`config.mk`:
```
export PLATFORM = sky130hd
export DESIGN_NAME = driver_cntrl_mch
export DESIGN_NICKNAME = d
export VERILOG_FILES = /design/src/rtl/driver_cntrl_mch.sv
export SDC_FILE = /design/constraint.sdc
export NUM_CORES = 1
export LEC_CHECK = 0
export ABC_AREA = 1
export BUFFER_PORTS_ARGS = -buffer_cell sky130_fd_sc_hd__buf_4
export CAP_MARGIN = 20
export CORE_UTILIZATION = 56
export DETAILED_ROUTE_END_ITERATION = 8
export PLACE_DENSITY = 0.8
export SYNTH_ARGS = -nofsm -noshare
export SYNTH_HDL_FRONTEND = slang
export SYNTH_SLANG_ARGS = --single-unit
```
`constraint.sdc`:
```
create_clock -name clk -period 12.1 [get_ports clk]
set_input_delay 1.21 -clock clk [delete_from_list [all_inputs] [get_ports clk]]
set_output_delay 1.21 -clock clk [all_outputs]
set_load 0.02 [all_outputs]
```
`src/rtl/driver_cntrl_mch.sv`:
```
// Multi-channel driver control/status register block: per-channel address push,
// thresholds, program sequencing FSM, sticky W1C events and a combined interrupt.
//
// state  | meaning
// IDLE   | channel stopped, waiting for run
// ARMED  | run set, waiting for addr FIFO fill >= threshold
// ACTIVE | program executing
// ERROR  | FIFO fault seen while active, held until run is written 0
// DONE   | program complete, run=0 -> IDLE, run=1 again -> re-arm
module driver_cntrl_mch #(
    parameter int NUM_CH          = 4,
    parameter int CNT_W           = 16,
    parameter int DEF_ADDR_THRESH = 820,
    parameter int DEF_VCTR_THRESH = 7500
) (
    input  logic                      clk,
    input  logic                      reset,
    input  logic [11:0]               slave_awaddr,
    input  logic                      slave_wr,
    input  logic [31:0]               slave_data_in,
    input  logic [11:0]               slave_araddr,
    output logic [31:0]               slave_data_out,
    output logic [31:0]               addr_fifo_din,
    output logic [NUM_CH-1:0]         addr_fifo_wr,
    input  logic [NUM_CH*CNT_W-1:0]   words_in_addr_fifo,
    input  logic [NUM_CH*4-1:0]       fifo_err,
    input  logic [NUM_CH-1:0]         end_in,
    output logic [NUM_CH*CNT_W-1:0]   addr_fifo_threshold,
    output logic [NUM_CH*CNT_W-1:0]   vector_fifo_threshold,
    output logic [NUM_CH-1:0]         active_program,
    output logic [NUM_CH-1:0]         program_start,
    output logic [NUM_CH-1:0]         program_error,
    output logic                      irq
);

    typedef enum logic [2:0] {
        ST_IDLE   = 3'd0,
        ST_ARMED  = 3'd1,
        ST_ACTIVE = 3'd2,
        ST_ERROR  = 3'd3,
        ST_DONE   = 3'd4
    } state_e;

    state_e            state_q  [NUM_CH];
    state_e            state_d  [NUM_CH];
    logic [2:0]        irq_en_q [NUM_CH];
    logic [2:0]        irq_en_d [NUM_CH];
    logic [2:0]        ev_q     [NUM_CH];
    logic [2:0]        ev_d     [NUM_CH];
    logic [CNT_W-1:0]  ath_q    [NUM_CH];
    logic [CNT_W-1:0]  ath_d    [NUM_CH];
    logic [CNT_W-1:0]  vth_q    [NUM_CH];
    logic [CNT_W-1:0]  vth_d    [NUM_CH];
    logic [31:0]       last_q   [NUM_CH];
    logic [31:0]       last_d   [NUM_CH];
    logic [NUM_CH-1:0] run_q, run_d;
    logic [NUM_CH-1:0] fifo_wr_q, fifo_wr_d;
    logic [31:0]       din_q, din_d;
    logic [31:0]       rdata_q, rdata_d;
    logic              irq_q, irq_d;

    logic [NUM_CH-1:0] wr_push, wr_ctrl, wr_ath, wr_vth, wr_ev;
    logic [NUM_CH-1:0] pending;
    logic [NUM_CH-1:0] start;
    logic [4:0]        w_off, r_off;
    logic [31:0]       wd;

    assign w_off = slave_awaddr[4:0];
    assign r_off = slave_araddr[4:0];
    assign wd    = slave_data_in;

    always_comb begin
        wr_push = '0;
        wr_ctrl = '0;
        wr_ath  = '0;
        wr_vth  = '0;
        wr_ev   = '0;
        for (int c = 0; c < NUM_CH; c++) begin
            if (slave_wr && slave_awaddr[11:9] == 3'b000 && slave_awaddr[8:5] == 4'(c)) begin
                wr_push[c] = (w_off == 5'h00);
                wr_ctrl[c] = (w_off == 5'h04);
                wr_ath[c]  = (w_off == 5'h08);
                wr_vth[c]  = (w_off == 5'h0C);
                wr_ev[c]   = (w_off == 5'h14);
            end
        end
    end

    always_comb begin
        run_d     = run_q;
        fifo_wr_d = '0;
        din_d     = din_q;
        start     = '0;
        pending   = '0;
        for (int c = 0; c < NUM_CH; c++) begin
            state_d[c]  = state_q[c];
            irq_en_d[c] = irq_en_q[c];
            ath_d[c]    = wr_ath[c] ? wd[CNT_W-1:0] : ath_q[c];
            vth_d[c]    = wr_vth[c] ? wd[CNT_W-1:0] : vth_q[c];
            last_d[c]   = last_q[c];
            // W1C clear first so a same-cycle event set below takes precedence
            ev_d[c]     = ev_q[c] & ~(wr_ev[c] ? wd[2:0] : 3'b000);
            pending[c]  = |(ev_q[c] & irq_en_q[c]);

            if (wr_push[c]) begin
                fifo_wr_d[c] = 1'b1;
                din_d        = wd;
                last_d[c]    = wd;
            end
            if (wr_ctrl[c]) begin
                run_d[c]    = wd[0];
                irq_en_d[c] = wd[6:4];
            end

            case (state_q[c])
                ST_IDLE: begin
                    if (run_q[c]) state_d[c] = ST_ARMED;
                end
                ST_ARMED: begin
                    if (wr_ctrl[c] && wd[2]) begin
                        state_d[c] = ST_IDLE;
                        run_d[c]   = 1'b0;
                        ev_d[c][2] = 1'b1;
                    end else if (words_in_addr_fifo[c*CNT_W +: CNT_W] >= ath_q[c]) begin
                        state_d[c] = ST_ACTIVE;
                        start[c]   = 1'b1;
                    end
                end
                ST_ACTIVE: begin
                    if (|fifo_err[c*4 +: 4]) begin
                        state_d[c] = ST_ERROR;
                        ev_d[c][1] = 1'b1;
                    end else if (wr_ctrl[c] && wd[2]) begin
                        state_d[c] = ST_IDLE;
                        run_d[c]   = 1'b0;
                        ev_d[c][2] = 1'b1;
                    end else if (end_in[c] || (wr_ctrl[c] && wd[1])) begin
                        state_d[c] = ST_DONE;
                        ev_d[c][0] = 1'b1;
                    end
                end
                ST_ERROR: begin
                    if (wr_ctrl[c] && !wd[0]) state_d[c] = ST_IDLE;
                end
                ST_DONE: begin
                    if (wr_ctrl[c] && !wd[0])              state_d[c] = ST_IDLE;
                    else if (wr_ctrl[c] && wd[0] && run_q[c]) state_d[c] = ST_ARMED;
                end
                default: state_d[c] = ST_IDLE;
            endcase
        end
        irq_d = |pending;
    end

    always_comb begin
        rdata_d = '0;
        if (slave_araddr == 12'h400) begin
            rdata_d = 32'(pending);
        end else if (slave_araddr == 12'h404) begin
            rdata_d = {16'h0002, 16'(NUM_CH)};
        end else if (slave_araddr[11:9] == 3'b000) begin
            for (int c = 0; c < NUM_CH; c++) begin
                if (slave_araddr[8:5] == 4'(c)) begin
                    case (r_off)
                        5'h00: rdata_d = last_q[c];
                        5'h04: rdata_d = {25'b0, irq_en_q[c], 3'b000, run_q[c]};
                        5'h08: rdata_d = 32'(ath_q[c]);
                        5'h0C: rdata_d = 32'(vth_q[c]);
                        5'h10: rdata_d = {16'(words_in_addr_fifo[c*CNT_W +: CNT_W]), 6'b0,
                                          state_q[c] == ST_ERROR, state_q[c] == ST_ACTIVE,
                                          5'b0, state_q[c]};
                        5'h14: rdata_d = {29'b0, ev_q[c]};
                        default: rdata_d = '0;
                    endcase
                end
            end
        end
    end

    always_ff @(posedge clk or posedge reset) begin
        if (reset) begin
            run_q     <= '0;
            fifo_wr_q <= '0;
            din_q     <= '0;
            rdata_q   <= '0;
            irq_q     <= 1'b0;
            for (int c = 0; c < NUM_CH; c++) begin
                state_q[c]  <= ST_IDLE;
                irq_en_q[c] <= '0;
                ev_q[c]     <= '0;
                ath_q[c]    <= CNT_W'(DEF_ADDR_THRESH);
                vth_q[c]    <= CNT_W'(DEF_VCTR_THRESH);
                last_q[c]   <= '0;
            end
        end else begin
            run_q     <= run_d;
            fifo_wr_q <= fifo_wr_d;
            din_q     <= din_d;
            rdata_q   <= rdata_d;
            irq_q     <= irq_d;
            for (int c = 0; c < NUM_CH; c++) begin
                state_q[c]  <= state_d[c];
                irq_en_q[c] <= irq_en_d[c];
                ev_q[c]     <= ev_d[c];
                ath_q[c]    <= ath_d[c];
                vth_q[c]    <= vth_d[c];
                last_q[c]   <= last_d[c];
            end
        end
    end

    always_comb begin
        for (int c = 0; c < NUM_CH; c++) begin
            addr_fifo_threshold[c*CNT_W +: CNT_W]   = ath_q[c];
            vector_fifo_threshold[c*CNT_W +: CNT_W] = vth_q[c];
            active_program[c] = (state_q[c] == ST_ACTIVE);
            program_error[c]  = (state_q[c] == ST_ERROR);
        end
    end

    assign program_start  = start;
    assign addr_fifo_wr   = fifo_wr_q;
    assign addr_fifo_din  = din_q;
    assign slave_data_out = rdata_q;
    assign irq            = irq_q;

endmodule

```
== Word level (Yosys, flattened, before mapping) ==
Index checks and enable logic that the tools add are counted.
Operators by class
  reduce and logical (&&, ||, !) cells: 54
  div/mod/pow operators: 0
  equality and inequality tests: 53
  shifts and indexed selects: 0
  bitwise gates (word level): 12
  add/subtract/negate cells: 0
  multipliers: 0
  magnitude comparators: 4
  mux-type cells: 143
Operators with widths (number)
  $pmux W32 S6: 4
  $mux W32: 11
  $mux W3: 40
  $mux W1: 72
  $ge A16 B16 Y1: 4
  $pmux W3 S5: 4
  $logic_and A1 B1 Y1: 25
  $and A3 B3 Y3: 8
  $eq A12 B11 Y1 const B: 2
  $eq A3 B2 Y1 const B: 8
  $ne A3 B3 Y1 const B: 8
  $eq A5 B4 Y1 const B: 4
  $reduce_and A5 Y1: 4
  $logic_not A3 Y1: 6
  $eq A4 B2 Y1 const B: 4
  $ne A4 B1 Y1 const B: 4
  $pmux W1 S2: 8
  $reduce_or A4 Y1: 4
  $eq A5 B5 Y1 const B: 3
  $eq A3 B1 Y1 const B: 4
  $eq A3 B3 Y1 const B: 4
  $not A3 Y3: 4
  $reduce_or A12 Y1: 1
  $reduce_or A3 Y1: 4
  other kinds (10): 26
Storage, ports and cells
  memories kept: 0
  logic and storage cells: 295
  register bits after elaboration: 365
  latch bits: 0
  output and inout bits: 209
  input bits: 143
  ROM bits: 0
  RAM bits: 0

== Longest topological paths before layout ==
Gate-level depths: netlist (run 1).
  word-level depth: 11
  depth in mapped cells: 14
  gate-level depth less buffers: 14

== Worst setup path before layout (run 1) ==
OpenSTA, ideal clock, no wires.
  kind: input port to output port
  start point: input words_in_addr_fifo[31]
  end point: output program_start[1]
  arrival time: 2284 ps
  setup slack: 8606 ps
  path buffers: 0
  required time: 10890 ps
  stages on the path: 7
  cell sequence: ha_1 nand2_1 nor4_1 nand3_1 nand3_1 nand2_1 inv_1
Between the ends
  word-level cells in the longest chain between the ends: 4
RTL lines
  start, declared: line 25  | input logic [NUM_CH*CNT_W-1:0] words_in_addr_fifo,
  $ge A16 B16 Y1: line 124  | end else if (words_in_addr_fifo[c*CNT_W +: CNT_W] >= ath_q[c]) begin
  $mux W1: line 124
  $mux W1: line 120  | if (wr_ctrl[c] && wd[2]) begin
  $mux W1: line 115  | case (state_q[c])
  end, declared: line 31  | output logic [NUM_CH-1:0] program_start,
No other way between the ends.

== Final worst setup path (run 1) ==
  start point: input slave_awaddr[1]
  end point: output program_start[3]
Between the ends
  word-level cells in the longest chain between the ends: 5
RTL lines
  start, declared: line 18  | input logic [11:0] slave_awaddr,
  $eq A5 B3 Y1: line 81  | wr_ctrl[c] = (w_off == 5'h04);
  $mux W1: line 79  | if (slave_wr && slave_awaddr[11:9] == 3'b000 && slave_awaddr[8:5] == 4'(c)) begin
  $logic_and A1 B1 Y1: line 120
  $mux W1: line 120
  $mux W1: line 115
No other way between the ends.

==> results.md, run 1 <==
- Nets: 2786
- YS warnings: 0
- Slew margin rel.: between 30% and 40%
- Synthesized netlist cell count: about 2.3k
- Crit-path slowest cell: nor3_4
- Die area: approximately 34000 um2
- Number of buffers added on ports: 351
- Worst setup SP type: input pin
- # setup viols final: 0
- Post-DP HPWL: slightly below 50 mm
- Drt first pass iters: 6
- Min-Delay Path Class: register to register
- Die width: ~180 um
- FMAX: around 230 MHz
- Initial antenna violation count: 2
- Top cells by area, synth: dfrtp_1, nand2_1, o21ai_0
- CTS Buf Count: 39
- Simple-gate area share of the yosys netlist: a little over a fifth
- Number of top-level pins: 352
- Syn Std Cell Area: 18500 um2
- Worst vdd ir: 0.0893 mV
- Top cell type by total area after synthesis: dfrtp_1
- Final antenna-violating net count: 0
- Global Route Usage Sum: between 40% and 50%
- First-pass GRT wire length: ~100 mm
- Asr flop ratio synth: 100%
- Total number of vias: approximately 18k
- Outcome: finished clean
- Synthesized Nets: 2505
- Crit path required time: 10.89 ns
- Max-cap violations: 0
- Setup Skew: about 0.024 ns
- Fin crit share: roughly 36%
- DIE HEIGHT: around 180 um
- Clock Sink Count: ~370
- Post-Synth Adder-Cell Area: under 10%
- GP Congestion: 1.02
- XOR/XNOR Fraction of Synth Area: 0%
- Initial DRC count: 2138
- Post-route cell area: 22700 um2
- Cells along the critical path: buf_4 -> nor2_1 -> nand2_1 -> nor3_4 -> nand3_1 -> nand2_1 -> inv_1 -> nand2_1 -> inv_1 -> buf_4
- CTS Hold Buffers Added: 0
- Most frequent CP cell: nand2_1
- Initial Util: roughly 57%
- Top-area cell type share of the netlist area: roughly 43%
- Commonest non-fill, non-tap cells in the layout: nand2_1, o21ai_0, buf_4
- Slew Viols, Final: 0
- Multiplexer share of the synthesized area: 0%
- Area Growth Syn to Fin: 22.5%
- Core Box Area: 32500 um2
- CP Capture Type: output pin
- Placed Instances: 2980
- Largest net degree at the start of global routing: between 100 and 150
- Minimum clock period: about 4.3 ns
- Arrival time worst endpoint: between 3 and 4 ns
- Post-synth cell types: 42
- Largest family of logic cells by synthesized area: simple AND/OR/NAND/NOR gates
- CTS clk-pin slew, worst paths: ~0.06 ns
- Largest delay share family, worst path: simple AND/OR/NAND/NOR gates
- Placement-stage cell area: around 21000 um2
- Root Buffer: clkbuf_16
- Routed WL: roughly 70 mm
- Vias in the first global route: between 15k and 20k
- Critical path class: input pin to output pin
- Via-per-instance ratio: between 6 and 7
- Clock Path Buffers: 3
- Hold Fails Final Rpt: 0
- Slew @ Worst Pin: ~1.0 ns
- Clock Latency Late Sink: around 0.54 ns
- Avg Inst Size Synth: about 8.1 um2
- Setup bufs post-CTS: 0
- DR DRC count: 0
- WP buf/inv: 4
- Top FF cell, synth: dfrtp_1
- TNS Setup: 0 ns
- Layout cell share with drive strength beyond 1: roughly a fifth
- TritonCTS clock tree: yes
- Yosys reg bits: ~370
- Compound-Gate Fraction of Synth Area: 18.0%
- H-tree levels: 2
- Pleak: 10.6 nW
- Crit-path max FO: 14
- Grt total ovfl: 0
- Unrepaired setup endpoints after global routing: false
- PwrDens: roughly 130 nW/um2
- EDFF count, synth: 0
- Cell Rows: between 60 and 70
- Avg WL per Cell: about 22 um
- CP max stage delay: 0.56 ns
- CTS resizes: 0
- Sequential share of the synthesized area: approximately half
- Commonest non-fill, non-tap cell in the layout: nand2_1
- Fin cells: ~3.1k
## synth_stat cells, types with 5 or more instances
master and instances:
o2111ai_1 14, nor2_1 60, nor4_1 8, nor2_2 11, dfrtp_1 317, nand4_1 24, inv_2 5, a31oi_1 15
buf_4 7, dfstp_2 48, a22o_1 42, a21oi_1 92, inv_1 187, o211ai_1 25, nand3_1 80, nand2_1 733
buf_2 24, ha_1 64, clkbuf_1 91, o21ai_1 17, o21ai_0 377, nor3_1 20, nor2_4 6
## power by group
| part | internal (W) | leakage (nW) | total [W] | switching (W) |
|---|---|---|---|---|
| clock network | 0.000752 | 0.651 | 0.00125 | 0.000494 |
| registers | 0.00125 | 4.84 | 0.00128 | 0.0000316 |
| logic | 0.000129 | 5.13 | 0.000403 | 0.000274 |
## metal layers
metal	wire length (um)	global-route usage, %	vias up
li1	-	-	8202
met1	27600	57.9	8789
met2	29600	59.3	1292
met3	7710	6.87	163
met4	3180	19.0	0
met5	0	0	-
## path summary, 6_finish.rpt
check / start / end / slack (ns) / cells past startpoint
max: slave_awaddr[1] / program_start[3] / 7.78 / 10
max in group asynchronous: reset / vector_fifo_threshold[47]$_DFFE_PP0P_ / 9.58 / 3
min: irq_en_q[9]$_DFFE_PP0N_ / irq_en_q[9]$_DFFE_PP0N_ / 0.48 / 2
min reg2reg: irq_en_q[9]$_DFFE_PP0N_ / irq_en_q[9]$_DFFE_PP0N_ / 0.48 / 2
max reg2reg: addr_fifo_threshold[56]$_DFFE_PP1P_ / state_q[2]$_DFFE_PP0P_ / 9.79 / 9
min in group asynchronous: reset / addr_fifo_din[19]$_DFFE_PP0P_ / 0.85 / 2
## cells by family (layout without fill, tap and decap cells)
group / after synthesis / count (layout)
other cells: 0 / 1
flops: 365 / 365
buf+inv: 318 / 628
compound gates: 598 / 598
simple gates: 953 / 953
fa+ha+maj: 64 / 64
## per-stage QoR
stage	power (W)	worst slack (ns)	hold WS [ns]	utilization, %
global route	0.00302	7.61	0.501	69.7
floorplan	0.00151	0.837	0.453	-
detailed placement	0.00169	7.89	0.473	65.6
finish	0.00293	7.78	0.485	69.7
global placement	0.00169	7.94	0.465	65.4
CTS	0.00292	7.87	0.487	69.7
## worst reg2reg max path, delay by kind of cell (launching register included)
family	cells	cell delay (ns)
adders and majority gates	1	0.29
buffers and inverters	1	0.10
and+or+nand+nor	7	1.26
DFF	1	0.54
## registers in the layout (all words and copies together), names as in the netlist
| signal | flops |
|---|---|
| addr_fifo_din | 32 |
| ev_q | 12 |
| addr_fifo_wr | 4 |
| irq | 1 |
| slave_data_out | 32 |
| addr_fifo_threshold | 64 |
| run_q | 4 |
| state_q | 12 |
| vector_fifo_threshold | 64 |
| last_q | 128 |
| irq_en_q | 12 |
## final cells by class
class | count | area, um2
clock buffers | 62 | 1210
multi-input cells | 1615 | 8080
repair buffers | 365 | 2780
fillers | 2713 | 9860
inverters | 193 | 732
well taps | 442 | 553
clock inverters | 8 | 120
diodes | 1 | 2.50
flip-flops and latches | 365 | 9190
(Power assumes the default switching activity.)
==> run 2, diff against run 1 <==
--- a/config.mk
+++ b/config.mk
@@ -8,9 +8,9 @@
 export ABC_AREA = 1
 export BUFFER_PORTS_ARGS = -buffer_cell sky130_fd_sc_hd__buf_4
 export CAP_MARGIN = 20
-export CORE_UTILIZATION = 56
+export CORE_UTILIZATION = 51
 export DETAILED_ROUTE_END_ITERATION = 8
-export PLACE_DENSITY = 0.8
+export PLACE_DENSITY = 0.76
 export SYNTH_ARGS = -nofsm -noshare
 export SYNTH_HDL_FRONTEND = slang
 export SYNTH_SLANG_ARGS = --single-unit
==> constraint.sdc (replaced) <==
create_clock -name clk -period 3.7 [get_ports clk]
set_input_delay 0.37 -clock clk [delete_from_list [all_inputs] [get_ports clk]]
set_output_delay 0.37 -clock clk [all_outputs]
set_load 0.02 [all_outputs]
==> run 2 against run 1 <==
The run now ends with design-rule violations left. Sequential share of layout area fell by 0.59 points. Via count is 0.37% higher. Clock skew fell by 0.012 ns. Core utilization is 5.2 points lower. Final cell count up 1.6%. Power increased to 3.3 times the previous value. Largest power group is now the clock network.
==> results.md, run 2 (synthesis results as in run 1) <==
- Outcome: complete, but fails checks
- Failing checks: design-rule violations
- Max FFs per register: roughly 130
- Global Route Usage Sum: a little under two fifths
- Commonest non-fill, non-tap cell in the layout: nand2_1
- Pleak: around 11 nW
- Initial Util: around half
- Arrival time worst endpoint: about 2.6 ns
- First-pass GRT wire length: roughly 100 mm
- CTS Buf Count: 39
- Switching share of power: between 20% and 30%
- Hold Fails Final Rpt: 0
- Largest net degree at the start of global routing: 103
- DR DRC count: 46
- Clock Power Share: between 40% and 50%
- Die width: roughly 190 um
- Post-route cell area: 23000 um2
- Area Growth Syn to Fin: 24.3%
- CP Capture Type: output pin
- GP Congestion: between 1 and 1.5
- Total number of vias: ~19k
- Crit path required time: 3.33 ns
- Clock Path Buffers: 3
- Via-per-instance ratio: ~6.0
- Max-cap violations: 0
- Total power: about 0.0098 W
- FF/Latch Area: 9190 um2
- Post-DP HPWL: between 50 and 60 mm
- Routed WL: a little under 70 mm
- Number of top-level pins: about 350
- Number of buffers added on ports: 351
- Switching pwr: roughly 0.0027 W
- Crit-path max FO: 3
- Avg WL per Cell: about 22 um
- Minimum clock period: ~3.0 ns
- Final antenna-violating net count: 0
- Clock Sink Count: between 300 and 400
- Root Buffer: clkbuf_16
- Final worst setup slack: roughly 0.73 ns
- Flop pwr share: about 43%
- Placed Instances: ~3k
- Fin crit share: roughly 80%
- Pre-CTS setup slack: ~1.1 ns
- Grt total ovfl: 0
- Comb pwr share: a little over an eighth
- Drt first pass iters: 8
- # diodes: 0
- Cell Rows: between 60 and 70
- Vias in the first global route: around 17k
- Worst vdd ir: between 0.2 and 0.3 mV
- Nets: 2815
- Placement-stage cell area: around 22000 um2
- Initial antenna violation count: 1
- PwrDens: ~430 nW/um2
- Commonest non-fill, non-tap cells in the layout: nand2_1, buf_4, o21ai_0
- Critical path class: register to output pin
- Die area: around 37000 um2
- Reg with most FFs: last_q
- Slew Viols, Final: 0
- Clock Latency Late Sink: approximately 0.53 ns
- Worst setup SP type: register
- Fin cells: ~3.1k
- Initial DRC count: ~2.2k
- CTS clk-pin slew, worst paths: 0.06 ns
- FMAX: ~340 MHz
- Slew margin rel.: between 30% and 40%
- Filler Cells Inserted: slightly above 3k
- H-tree levels: 2
- # setup viols final: 0
- Setup Skew: between 0.01 and 0.015 ns
- Layout cell share with drive strength beyond 1: 20.5%
- Min-Delay Path Class: input pin to register
- Core Box Area: 35700 um2
- TritonCTS clock tree: yes
- DIE HEIGHT: between 150 and 200 um
- Multi-input logic area: 8080 um2
- Slew @ Worst Pin: about 1.0 ns
- Hold slack final: 0.0568 ns
- Unrepaired setup endpoints after global routing: false
- Worst reg-to-reg setup slack: 1.39 ns
- Cell Int Power: around 0.007 W
run 2: cell types whose count changed in the layout (fill, tap and decap cells not counted), moves of 2 or more:
cell and change:
clkbuf_1 -2, clkinv_2 +2, buf_16 -2, clkbuf_8 -3, bufinv_16 +3, buf_4 +24
buf_12 +6
run 2: repair_timing:
| item | CTS | global route |
|---|---|---|
| hold buffers | 1 | 0 |
| setup buffers | 0 | 0 |
| resized for setup | 0 | 0 |
| hold endpoints to repair | 24 | 0 |
run 2: path summary, 6_finish.rpt:
path | start | endpoint | cells after the start
min in group asynchronous | reset | last_q[26]$_DFFE_PP0P_ | 3
max | addr_fifo_threshold[57]$_DFFE_PP1P_ | program_start[3] | 9
min reg2reg | last_q[63]$_DFFE_PP0P_ | last_q[63]$_DFFE_PP0P_ | 2
max reg2reg | addr_fifo_threshold[57]$_DFFE_PP1P_ | state_q[1]$_DFFE_PP0P_ | 9
min | slave_data_in[0] | last_q[64]$_DFFE_PP0P_ | 3
max in group asynchronous | reset | irq_en_q[6]$_DFFE_PP0N_ | 4
run 2: layout make-up:
cell class / count / area share [%]
flip-flops and latches: 365 / 40.0
inverters: 193 / 3.16
clock buffers: 57 / 5.07
multi-input cells: 1615 / 35.1
repair buffers: 394 / 13.2
clock inverters: 14 / 0.995
well taps: 461 / 2.51
run 2: metrics by stage:
stage / util (%) / TNS [ns]
CTS: 64.5 / 0
global placement: 60.5 / 0
finish: 64.5 / 0
detailed placement: 60.5 / 0
floorplan: - / -493.71
global route: 64.5 / 0
run 2: layer usage:
layer  global-route usage [%]  part of all wire [%]  vias up
met2                     55.9                    43     1267
met5                        0                 0.016        -
met3                     6.84                    11      213
met4                     18.2                   5.3        2
met1                     52.9                    40     8785
li1                         -                     -     8247
run 2: power by group through the flow:
| stage | sequential (W) | clock, W | combinational, W |
|---|---|---|---|
| after floorplan | 0.00423 | 0 | 0.000723 |
| after global placement | 0.00424 | 0 | 0.00129 |
| after detailed placement | 0.00424 | 0 | 0.00131 |
| after CTS | 0.00417 | 0.00428 | 0.00132 |
| after global routing | 0.00418 | 0.00444 | 0.00146 |
| final | 0.00418 | 0.00427 | 0.00134 |
run 2: critical path, stage by stage, from the launching register on:
cell and delay, ns:
dfstp_2 0.57, inv_1 0.09, ha_1 0.30, nand2_1 0.05
nor3_1 0.45, nand3_1 0.21, nand3_1 0.13, nand2_1 0.07
inv_1 0.06, buf_4 0.13
